<file path="src/rtl/rgb_pkg.sv">
// Shared definitions for the RGB LED stream blocks: channel bit positions,
// active-low colour codes and the counter-width helper.
package rgb_pkg;

    localparam int R_IDX = 2;
    localparam int B_IDX = 1;
    localparam int G_IDX = 0;

    localparam logic [2:0] RED     = 3'b011;
    localparam logic [2:0] BLUE    = 3'b101;
    localparam logic [2:0] GREEN   = 3'b110;
    localparam logic [2:0] MAGENTA = 3'b001;
    localparam logic [2:0] WHITE   = 3'b000;
    localparam logic [2:0] OFF     = 3'b111;

    typedef enum logic {
        ST_IDLE = 1'b0,
        ST_RUN  = 1'b1
    } dec_state_e;

    // Bits needed to hold any value 0..max_count (at least one bit).
    function automatic int count_width(input int max_count);
        if (max_count < 1) begin
            return 1;
        end else begin
            return $clog2(max_count + 1);
        end
    endfunction

endpackage

</file>
<file path="src/rtl/rgb_sample_tick.sv">
// Sample-rate prescaler: strobes once every TICKS_PER_SAMPLE clocks while
// i_clear is low; i_clear holds the count at zero.
module rgb_sample_tick #(
    parameter int TICKS_PER_SAMPLE = 12
) (
    input  logic clk,
    input  logic rst_n,
    input  logic i_clear,
    output logic o_strobe
);

    localparam int TW = (TICKS_PER_SAMPLE > 1) ? $clog2(TICKS_PER_SAMPLE) : 1;
    localparam logic [TW-1:0] LAST_TICK = TW'(TICKS_PER_SAMPLE - 1);

    logic [TW-1:0] r_count;
    logic          w_at_last;

    // Strobe decode from the current count.
    always_comb begin
        w_at_last = (r_count == LAST_TICK);
        o_strobe  = ~i_clear & w_at_last;
    end

    // Prescaler counter, wraps after the strobe cycle.
    always_ff @(posedge clk or negedge rst_n) begin
        if (!rst_n) begin
            r_count <= '0;
        end else if (i_clear) begin
            r_count <= '0;
        end else if (w_at_last) begin
            r_count <= '0;
        end else begin
            r_count <= r_count + TW'(1);
        end
    end

endmodule

</file>
<file path="src/rtl/rgb_duty_decoder.sv">
// Recovers per-channel lit-sample counts and colour-change counts from a
// time-multiplexed RGB LED stream over fixed windows of samples.
module rgb_duty_decoder
    import rgb_pkg::*;
#(
    parameter int  TICKS_PER_SAMPLE   = 12,
    parameter int  SAMPLES_PER_WINDOW = 1000,
    parameter int  ACTIVE_LOW         = 1,
    localparam int CW                 = count_width(SAMPLES_PER_WINDOW)
) (
    input  logic          clk,
    input  logic          rst_n,
    input  logic          enable,
    input  logic [2:0]    led_in,
    output logic [CW-1:0] on_count_r,
    output logic [CW-1:0] on_count_g,
    output logic [CW-1:0] on_count_b,
    output logic [CW-1:0] toggle_count,
    output logic          window_valid
);

    localparam int          IW         = $clog2(SAMPLES_PER_WINDOW);
    localparam logic [IW-1:0] LAST_IDX = IW'(SAMPLES_PER_WINDOW - 1);
    localparam logic [2:0]  DARK_CODE  = (ACTIVE_LOW != 0) ? OFF : WHITE;

    logic [2:0]    r_sync1;
    logic [2:0]    r_sync2;
    logic [2:0]    r_prev_code;
    logic          r_first;
    logic [IW-1:0] r_idx;
    logic [CW-1:0] r_acc_r;
    logic [CW-1:0] r_acc_g;
    logic [CW-1:0] r_acc_b;
    logic [CW-1:0] r_acc_t;
    logic [CW-1:0] r_out_r;
    logic [CW-1:0] r_out_g;
    logic [CW-1:0] r_out_b;
    logic [CW-1:0] r_out_t;
    logic          r_valid;
    dec_state_e    r_state;

    logic          w_strobe;
    logic          w_clear;
    logic [2:0]    w_lit;
    logic          w_toggle;
    logic          w_last;
    logic [CW-1:0] w_next_r;
    logic [CW-1:0] w_next_g;
    logic [CW-1:0] w_next_b;
    logic [CW-1:0] w_next_t;

    rgb_sample_tick #(
        .TICKS_PER_SAMPLE(TICKS_PER_SAMPLE)
    ) u_tick (
        .clk     (clk),
        .rst_n   (rst_n),
        .i_clear (w_clear),
        .o_strobe(w_strobe)
    );

    // Two-flop synchroniser; idles at the dark code so nothing reads as lit.
    always_ff @(posedge clk or negedge rst_n) begin
        if (!rst_n) begin
            r_sync1 <= DARK_CODE;
            r_sync2 <= DARK_CODE;
        end else begin
            r_sync1 <= led_in;
            r_sync2 <= r_sync1;
        end
    end

    // Lit decode and accumulator next values including the current sample.
    always_comb begin
        w_clear  = ~enable;
        w_lit    = (ACTIVE_LOW != 0) ? ~r_sync2 : r_sync2;
        w_toggle = (r_sync2 != r_prev_code) & ~r_first;
        w_last   = (r_idx == LAST_IDX);
        w_next_r = r_acc_r + CW'(w_lit[R_IDX]);
        w_next_g = r_acc_g + CW'(w_lit[G_IDX]);
        w_next_b = r_acc_b + CW'(w_lit[B_IDX]);
        w_next_t = r_acc_t + CW'(w_toggle);
    end

    // IDLE/RUN control with window accumulation and result registers.
    always_ff @(posedge clk or negedge rst_n) begin
        if (!rst_n) begin
            r_state     <= ST_IDLE;
            r_prev_code <= DARK_CODE;
            r_first     <= 1'b1;
            r_idx       <= '0;
            r_acc_r     <= '0;
            r_acc_g     <= '0;
            r_acc_b     <= '0;
            r_acc_t     <= '0;
            r_out_r     <= '0;
            r_out_g     <= '0;
            r_out_b     <= '0;
            r_out_t     <= '0;
            r_valid     <= 1'b0;
        end else begin
            r_valid <= 1'b0;
            case (r_state)
                ST_IDLE: begin
                    if (enable) begin
                        r_state <= ST_RUN;
                    end else begin
                        r_state <= ST_IDLE;
                    end
                end
                ST_RUN: begin
                    if (!enable) begin
                        r_state <= ST_IDLE;
                    end else begin
                        r_state <= ST_RUN;
                    end
                end
                default: r_state <= ST_IDLE;
            endcase

            // A dropped enable discards the partial window.
            if (!enable) begin
                r_first <= 1'b1;
                r_idx   <= '0;
                r_acc_r <= '0;
                r_acc_g <= '0;
                r_acc_b <= '0;
                r_acc_t <= '0;
            end else if (w_strobe) begin
                r_prev_code <= r_sync2;
                r_first     <= 1'b0;
                if (w_last) begin
                    r_out_r <= w_next_r;
                    r_out_g <= w_next_g;
                    r_out_b <= w_next_b;
                    r_out_t <= w_next_t;
                    r_valid <= 1'b1;
                    r_idx   <= '0;
                    r_acc_r <= '0;
                    r_acc_g <= '0;
                    r_acc_b <= '0;
                    r_acc_t <= '0;
                end else begin
                    r_idx   <= r_idx + IW'(1);
                    r_acc_r <= w_next_r;
                    r_acc_g <= w_next_g;
                    r_acc_b <= w_next_b;
                    r_acc_t <= w_next_t;
                end
            end else begin
                r_idx <= r_idx;
            end
        end
    end

    assign on_count_r   = r_out_r;
    assign on_count_g   = r_out_g;
    assign on_count_b   = r_out_b;
    assign toggle_count = r_out_t;
    assign window_valid = r_valid;

endmodule

</file>
<file path="config.mk">
export PLATFORM = sky130hd
export DESIGN_NAME = rgb_duty_decoder
export DESIGN_NICKNAME = d
export VERILOG_FILES = /design/src/rtl/rgb_pkg.sv /design/src/rtl/rgb_sample_tick.sv /design/src/rtl/rgb_duty_decoder.sv
export SDC_FILE = /design/constraint.sdc
export NUM_CORES = 1
export LEC_CHECK = 0
export ABC_AREA = 0
export CAP_MARGIN = 40
export CORE_MARGIN = 2
export CORE_UTILIZATION = 38
export CTS_CLUSTER_DIAMETER = 40
export DETAILED_ROUTE_END_ITERATION = 8
export PLACE_DENSITY_LB_ADDON = 0.3
export REMOVE_ABC_BUFFERS = 1
export SYNTH_ARGS = -nofsm -noshare
export SYNTH_HDL_FRONTEND = slang
export SYNTH_SLANG_ARGS = --single-unit
</file>
<file path="constraint.sdc">
create_clock -name clk -period 2.2 [get_ports clk]
set_input_delay 0.44 -clock clk [delete_from_list [all_inputs] [get_ports clk]]
set_output_delay 0.44 -clock clk [all_outputs]
set_load 0.005 [all_outputs]
</file>
==> flow_summary.toml <==
[route]
first_pass_iters = 4
wl_per_cell_um = 13.8
drc = 0
route.vias.total = 3602
viasPerCell = 5.12
drt_iter0_markers = 170
ant_nets = 0
wirelength_um = 9700

[die]
ios = 47
die_h_um = 118
die-area_um2 = 14000
die_w_um = 118
core_area_um2 = 12700
initial_core_util = 0.391
rows = 41

[finish]
mostFrequentLayoutCell = "dfrtp_1"
layout-drive-gt1-share = 0.113
fin_util = 0.470
multi_input_area_um2 = 2170
final_cell_mix = "dfrtp_1 (95), nand2_1 (66), o21ai_0 (60)"
nets = 542
seq_area_um2 = 2640
area_delta_synth_final_pct = 20.0
diodes = 0
fillers = 1197

[global_route]
grt_pass1_wl_um = 17000
grt_max_degree = 50
grt_overflow = 0
antenna_found_initial = 0
met1_usage = 0.199
first_global_vias = 3601
use_met2 = 0.232
grt_use_met3 = 0.0304
top_usage_layer = "met2"
track_usage = 0.147

[sta]
finalMaxSlewViolations = 0
fin_worst_skew_ps = 10.1
finalHoldViolations = 0
rsz0062_at_grt = "false"
min_period_over_period = 0.945
maxSlewHeadroom = 0.660
clock.fmax_mhz = 481
tightest_slew_ps = 510
tns_ps = 0
finalSetupViolations = 0
min_period_ps = 2080

[synthesis]
synth_cells = 484
syn_area_um2 = 4980
synthTopCellsByArea = "dfrtp_1 (48%), o21ai_0 (6.0%), dfstp_2 (5.3%), nand2_1 (5.0%), nand3_1 (4.4%)"
synth_edf_count = 0
yosys_most_used_dff = "dfrtp_1"
async_reset_ff_frac = 1.00
yosysSeqAreaShare = 0.530
synth_top_area_frac = 0.478
ys.warnings.count = 0
synth-seq-cells = 105
yosys.cell_types.count = 46
avgSynthCellArea_um2 = 10.3
synth_top_area_cell = "dfrtp_1"

[power]
peakVddDrop_v = 0.000300
power_density_nw_per_um2 = 613
p_leak_nw = 2.62

[clock_tree]
clock_sinks = 105
clk_path_buf_depth = 2
clock_latency_ps = 340
cts-root-buf = "clkbuf_16"
cts_tree = "built"
cts.reportedPaths.clkPinSlew_ps = 70
h-tree-depth = 3
cts_hold_repair.buffers = 0
cts_buffers = 9

[worst_setup_path]
crit_required_ps = 2480
rr_startpoint = "r_sync2[2]$_DFF_PN1_"
rrSetupSlack_ps = 120
cp.arrival_ps = 2360
cp_max_fo = 5
crit_path_start_kind = "flop"
crit_path_cell_trace = "xnor2_1 > a31oi_1 > ha_2 > ha_1 > and3_4 > nand3_2 > or3_1 > nand3_1"
crit_type = "flop to flop"
slowest_delay_ps = 540
critPathLaunch = "r_sync2[2]$_DFF_PN1_"
crit_path_top_delay_cell = "dfstp_2"
endpoint_kind = "flop"

[placement]
io_buffers = 46
place_congestion = 0.782
post-dp-hpwl_um = 6630

[min_path]
hp-class = "primary input to asynchronous set/reset pin"

[job]
drv_cap = 0

[status]
status = "finished clean"
where the power goes:
| part | total, mW | internal (mW) | leakage [nW] | switching (mW) |
|---|---|---|---|---|
| combinational | 0.111 | 0.0380 | 1.05 | 0.0731 |
| sequential | 1.96 | 1.95 | 1.43 | 0.00937 |
| clock | 1.59 | 0.914 | 0.140 | 0.680 |
| total | 3.66 | 2.90 | 2.62 | 0.763 |
Yosys cell counts, types with 3 or more instances:
library cell	instances
dfrtp_1	95
nand2_1	66
o21ai_0	60
nand3_1	44
xnor2_1	24
clkbuf_1	17
or3_1	16
xor2_1	16
a21o_1	10
a22o_1	10
and3_1	10
dfstp_2	10
ha_1	10
inv_1	10
nor3_1	9
buf_2	8
nor3b_1	7
nor2_1	6
a21oi_1	5
and2_1	5
mux2_4	5
nand4_1	5
nand3b_1	4
buf_6	3
mux2_2	3
area by class of cell:
class,instances,share of cell area
clock buffer,13,0.0419
clock inverter,3,0.00712
inverter,10,0.00628
multi-input combinational,339,0.363
sequential,105,0.442
tap,172,0.0360
timing repair buffer,61,0.104
final timing paths:
check | cells past startpoint | end
worst max-delay path | 8 | r_acc_t[6]$_DFFE_PN0P_
worst min-delay path | 1 | on_count_r[7]$_DFFE_PN0P_
worst max register to register | 8 | r_acc_t[6]$_DFFE_PN0P_
worst min register to register | 0 | r_sync2[1]$_DFF_PN1_
max in group asynchronous | 2 | r_prev_code[1]$_DFFE_PN1P_
min in group clk | 0 | r_sync2[1]$_DFF_PN1_
cell families after synthesis:
logic type / after synthesis / share of synthesized area
simple gates: 184 / 0.194
flops: 105 / 0.530
compound gates: 97 / 0.121
xor+xnor: 40 / 0.0704
buf+inv: 40 / 0.0377
fa+ha+maj: 10 / 0.0251
mux: 8 / 0.0219
flip-flops by register name, indices dropped and copies added (netlist names):
name and count:
r_idx 10, r_prev_code 3, toggle_count 10, r_sync1 3
window_valid 1, on_count_r 10, r_acc_g 10, r_sync2 3
r_acc_r 10, r_acc_t 10, u_tick.r_count 4, r_acc_b 10
on_count_g 10, on_count_b 10, r_first 1
worst max-delay path, delay by kind of cell (launching register included):
family,cells,cell delay (ps)
compound gates,1,190
simple gates,4,790
fa+ha+maj,2,430
xor+xnor,1,70
flops,1,540
per-stage QoR:
stage	total power, mW	worst slack (ps)	area [um2]	cells	hold WS (ps)
final	3.66	120	5970	703	50.3
after global routing	3.80	11.6	5970	703	81.2
after CTS	3.71	59.1	5960	703	67.6
after detailed placement	2.11	29.2	5670	687	347
after global placement	2.10	59.7	5670	687	347
after floorplan	2.02	-1030	4830	454	144
timing repair:
action	in CTS	in global routing
gates resized for setup	0	4
endpoints found under the setup margin	0	3
buffers inserted	0	0
metal layers:
layer	routed length (um)	vias to the layer above	share of wire
met5	0	-	0
met3	347	14	0.036
met4	148	0	0.015
met2	4450	60	0.46
li1	-	1776	-
met1	4750	1752	0.49
(Power assumes the default switching activity.)
